--- src/rtl/gray_rx.sv ---
`timescale 1ns/1ps
// gray_rx: decodes a Gray-coded counter sample stream, tracks lock on the
// +1 count sequence and reports samples that are not legal successors.
module gray_rx #(
  parameter int CBITS    = 8,
  parameter int LOSS_THR = 3
) (
  input  logic             clk,
  input  logic             rst,
  input  logic [CBITS-1:0] gray_in,
  input  logic             gray_vld,
  input  logic             clr_err,
  output logic [CBITS-1:0] bin_out,
  output logic             bin_vld,
  output logic             wrap,
  output logic             step_err,
  output logic             err_sticky,
  output logic [7:0]       err_cnt,
  output logic             locked
);

  typedef enum logic [1:0] {
    ACQ  = 2'd0,
    LOCK = 2'd1,
    LOST = 2'd2
  } state_e;

  localparam logic [CBITS-1:0] ONE = CBITS'(1);
  localparam logic [3:0]       THR = 4'(LOSS_THR);

  state_e           state_q, state_d;
  logic [CBITS-1:0] prev_bin_q;
  logic [CBITS-1:0] dec;
  logic             have_prev_q;
  logic             pair_q, pair_d;
  logic [3:0]       bad_run_q, bad_run_d;
  logic             bin_vld_q;
  logic             wrap_q, wrap_d;
  logic             step_err_q, step_err_d;
  logic             err_sticky_q;
  logic [7:0]       err_cnt_q;
  logic             is_step, is_hold, is_bad;

  // NOTE: blocking '=' is correct here: acc must carry the running XOR from
  // the MSB down within one evaluation; sequential blocks use '<=' only.
  always_comb begin
    logic acc;
    acc = 1'b0;
    dec = '0;
    for (int i = CBITS - 1; i >= 0; i--) begin
      acc    = acc ^ gray_in[i];
      dec[i] = acc;
    end
  end

  // A repeated sample (hold) is neither legal nor bad.
  assign is_step = have_prev_q && (dec == prev_bin_q + ONE);
  assign is_hold = have_prev_q && (dec == prev_bin_q);
  assign is_bad  = have_prev_q && !is_step && !is_hold;

  // NOTE: every signal driven here gets a default first, so no path through
  // the case statement can leave one unassigned and infer a latch.
  always_comb begin
    state_d    = state_q;
    pair_d     = pair_q;
    bad_run_d  = bad_run_q;
    wrap_d     = 1'b0;
    step_err_d = 1'b0;
    if (gray_vld) begin
      unique case (state_q)
        ACQ, LOST: begin
          if (is_step) begin
            if (pair_q) begin
              state_d   = LOCK;
              pair_d    = 1'b0;
              bad_run_d = '0;
            end else begin
              pair_d = 1'b1;
            end
          end else if (is_bad) begin
            pair_d     = 1'b0;
            step_err_d = (state_q == LOST);
          end
        end
        LOCK: begin
          if (is_step) begin
            bad_run_d = '0;
            wrap_d    = &prev_bin_q;
          end else if (is_bad) begin
            step_err_d = 1'b1;
            bad_run_d  = bad_run_q + 4'd1;
            if (bad_run_q + 4'd1 >= THR) begin
              state_d = LOST;
              pair_d  = 1'b0;
            end
          end
        end
        default: state_d = ACQ;
      endcase
    end
  end

  always_ff @(posedge clk or posedge rst) begin
    if (rst) begin
      state_q      <= ACQ;
      pair_q       <= 1'b0;
      bad_run_q    <= '0;
      prev_bin_q   <= '0;
      have_prev_q  <= 1'b0;
      bin_vld_q    <= 1'b0;
      wrap_q       <= 1'b0;
      step_err_q   <= 1'b0;
      err_sticky_q <= 1'b0;
      err_cnt_q    <= '0;
    end else begin
      state_q    <= state_d;
      pair_q     <= pair_d;
      bad_run_q  <= bad_run_d;
      bin_vld_q  <= gray_vld;
      wrap_q     <= wrap_d;
      step_err_q <= step_err_d;
      if (gray_vld) begin
        prev_bin_q  <= dec;
        have_prev_q <= 1'b1;
      end
      // Clear beats a simultaneous error.
      if (clr_err) begin
        err_sticky_q <= 1'b0;
        err_cnt_q    <= '0;
      end else if (step_err_d) begin
        err_sticky_q <= 1'b1;
        if (err_cnt_q != 8'hFF) err_cnt_q <= err_cnt_q + 8'd1;
      end
    end
  end

  // The last valid decode doubles as the presented output word.
  assign bin_out    = prev_bin_q;
  assign bin_vld    = bin_vld_q;
  assign wrap       = wrap_q;
  assign step_err   = step_err_q;
  assign err_sticky = err_sticky_q;
  assign err_cnt    = err_cnt_q;
  assign locked     = (state_q == LOCK);

endmodule

--- config.mk ---
export PLATFORM = sky130hd
export DESIGN_NAME = gray_rx
export DESIGN_NICKNAME = d
export VERILOG_FILES = /design/src/rtl/gray_rx.sv
export SDC_FILE = /design/constraint.sdc
export NUM_CORES = 1
export LEC_CHECK = 0
export CORE_MARGIN = 5
export CORE_UTILIZATION = 40
export CTS_CLUSTER_DIAMETER = 120
export DETAILED_ROUTE_END_ITERATION = 10
export PLACE_DENSITY = 0.63
export SYNTH_ARGS = -nofsm -noshare
export SYNTH_HDL_FRONTEND = slang
export SYNTH_SLANG_ARGS = --single-unit
--- constraint.sdc ---
create_clock -name clk -period 3.4 [get_ports clk]
set_clock_uncertainty 0.1 [all_clocks]
set_input_delay 0.68 -clock clk [delete_from_list [all_inputs] [get_ports clk]]
set_output_delay 0.68 -clock clk [all_outputs]
set_load 0.03 [all_outputs]
==> parameters.txt <==
Parameter                              Value

Outcome
  Status    completed

Floorplan
  Number of top-level design ports    33
  Initial core utilization    0.4190
  Row Count    25
  Die width    81.03 microns
  Placeable Area    4817 sq um
  Die H    81.03 microns
  DIE AREA    6566 sq um

Detailed routing
  Number of detailed-routing iterations run before antenna repair    4
  Final routed wire length divided by cell count    13.17 microns
  Detailed-route DRC error count    0
  Post-detailed-route count of antenna-violating nets    0
  Total number of vias    1,612
  Initial detailed-routing violation count    78
  Post-detailed-routing wire length    4.147 mm
  Post-DR vias/cell    5.117

Timing
  Maximum achievable frequency    0.3025 GHz
  Final number of setup-violating endpoints    0
  Period Utilization, post-route    0.9723
  Final max-slew violation count    0
  Transition at the pin with the smallest max-transition slack    0.3864 ns
  Clock period minus final worst setup slack    3.306 ns
  Final count of hold timing violations    0
  Slew headroom    0.7416
  Total Neg Setup Slack    0 ns

Clocking
  Clock tree root buffer cell    clkbuf_8
  Reg clk slew, reported paths    0.09 ns
  Num CTS Buffers    3
  Total number of H-tree levels    1
  Buffer depth of the longest clock path    2
  Clock sink count    28
  # hold bufs at CTS    0
  Worst skew pair latency    0.27 ns
  TritonCTS clock tree    done

Layout
  End-of-flow core utilization    0.5449
  Layout overhead on the synthesized area    30.07%
  Number of antenna diodes    0
  Share of layout cells above drive strength 1    0.1855
  Nets@finish    265

Run
  Maximum Capacitance Violations    0

Synth
  Syn Nets    221
  Commonest register cell after synthesis    dfrtp_1
  Mean Syn Cell Area    9.845 sq um
  Post-synthesis sequential element count    28
  Post-synth EDFFs    0
  Post-synthesis sequential area ratio    0.3472
  Number of warning messages in the yosys log    0
  Number of cells produced by synthesis    205
  FFs w/ async S/R, synth    1.000
  Netlist Area Pre-Place    2018 sq um
  Number of distinct library cell variants in the gate-level netlist after synthesis    58

Placed design
  Number of buffer cells added on primary ports    32
  Post-detail-place hpwl    3.170 mm
  Routability congestion estimate    0.8047

Worst setup path
  Required arrival time at the worst endpoint    3.46 ns
  Maximum fanout encountered on the critical timing path    8
  Largest stage delay on the critical path    0.51 ns
  Startpoint-to-endpoint class of the critical path    primary input to register
  Capturing element type of the critical path    register
  Critical Path Source Type    primary input
  CP most frequent cell    nor3_4
  Critical path arrival    3.37 ns
  Cell at the slowest stage of the critical path    clkdlybuf4s50_1
  Series of cell instances along the critical path    clkdlybuf4s50_1, xor3_2, buf_4, xnor2_1, a2111oi_1, o21ai_1, nor3_4, buf_12, nor3_4, and3_4, mux2_4

Global route
  Overall routing resource usage    0.1317
  Via count of the first global-routing pass    1,477
  First-pass GRT wire length    6.851 mm
  Maximum number of pins on one net before global-route repair    29
  Initial antenna violation count    0
  GRT overflow    0

Worst hold path
  Class of the most critical hold timing path    register to register

Power
  Overall power    1.581 mW
  Lkg Pwr    1.079 nW
  VDD IR-drop max    0.0003473 V
  Cell area power density    602.1 nW/um^2
[worst paths after layout]
kind	end	cells after the start	slack (ns)	start
max in group asynchronous	bin_out[6]	3	2.26	rst
max reg2reg	err_cnt[3]	10	0.52	bin_out[0]
min in group asynchronous	err_cnt[0]	3	0.67	rst
min reg2reg	err_sticky	1	0.41	err_sticky
min	err_sticky	1	0.41	err_sticky
max	err_cnt[3]	11	0.09	gray_in[7]
[cells in the mapped netlist (3+ instances only)]
library cell,count,share of area
ha_1,4,0.025
xnor2_1,21,0.091
dfrtp_1,28,0.35
nor4_1,4,0.012
o31ai_1,3,0.011
xor2_1,6,0.026
nand3_1,16,0.040
mux2_2,3,0.017
a21oi_1,8,0.020
and3_1,4,0.012
nand2b_1,3,0.0093
o211ai_1,3,0.011
o21ai_1,5,0.012
nand4_1,4,0.012
clkbuf_1,8,0.015
nor2_1,15,0.028
inv_1,9,0.017
nand2_1,10,0.019
[sequential cells by signal, indices dropped and copies added (netlist names)]
name         flops
bin_vld          1
err_cnt          8
bin_out          8
state_q          2
err_sticky       1
bad_run_q        4
step_err         1
have_prev_q      1
pair_q           1
wrap             1
[layout by cell type (no fill, tap or decap), types with 4 or more instances in the layout]
| cell type | Yosys | routed |
|---|---|---|
| inv_1 | 9 | 9 |
| dfrtp_1 | 28 | 28 |
| nor2_1 | 15 | 15 |
| o21ai_1 | 5 | 5 |
| xnor2_1 | 21 | 20 |
| buf_4 | 1 | 18 |
| xor2_1 | 6 | 6 |
| nand4_1 | 4 | 4 |
| clkdlybuf4s50_1 | 0 | 31 |
| a21oi_1 | 8 | 8 |
| and3_1 | 4 | 4 |
| nand3_1 | 16 | 16 |
| ha_1 | 4 | 4 |
| nand2_1 | 10 | 10 |
[layout make-up]
class / count / area, sq um
Fill cell: 467 / 2192
Multi-Input combinational cell: 156 / 1257
Sequential cell: 28 / 700.7
Timing Repair Buffer: 51 / 478.0
Tap cell: 67 / 83.83
Clock buffer: 3 / 41.29
Inverter: 9 / 33.78
Clock inverter: 1 / 30.03
[layer usage]
layer	track usage	part of all wire	vias up
met5	0	0	-
met1	0.1849	0.47	763
met2	0.2085	0.48	26
li1	-	-	821
met4	0.02534	0.0053	0
met3	0.02993	0.044	2
[metrics by stage]
| step | hold slack (ns) | instances | cell area (sq um) | setup WS [ns] |
|---|---|---|---|---|
| after detailed placement | 0.3875 | 311 | 2506 | -0.2638 |
| after floorplan | 0.4175 | 205 | 2018 | 0.06737 |
| after global routing | 0.4253 | 315 | 2625 | -0.03563 |
| final | 0.4052 | 315 | 2625 | 0.09410 |
| after CTS | 0.4107 | 315 | 2577 | 0.02144 |
| after global placement | 0.3836 | 311 | 2506 | -0.2696 |
[power by group]
| group | switching, mW | internal (mW) | leakage (nW) |
|---|---|---|---|
| logic | 0.413 | 0.389 | 0.694 |
| registers | 0.114 | 0.408 | 0.350 |
| clock network | 0.0996 | 0.158 | 0.0357 |
| total | 0.627 | 0.954 | 1.08 |
[worst max-delay path: cells and delay by family]
kind                      cells  cell delay, ns
buffers and inverters         3            0.83
AOI/OAI and AO/OA             2            0.57
xor gates and xnor gates      2            0.55
and+or+nand+nor               3            0.44
muxes                         1            0.28
[logic make-up after synthesis]
family / Yosys count / share of synthesized area
buffers and inverters: 21 / 0.04588
xor gates and xnor gates: 33 / 0.1854
adders and majority gates: 4 / 0.02480
and+or+nand+nor: 77 / 0.2281
AOI/OAI and AO/OA: 35 / 0.1271
muxes: 7 / 0.04154
DFF: 28 / 0.3472
[what timing repair did]
action	CTS	global route
resized for setup	0	6
setup buffers	0	1
endpoints found under the setup margin	0	8
No activity file was read; power rests on OpenSTA's default activity.
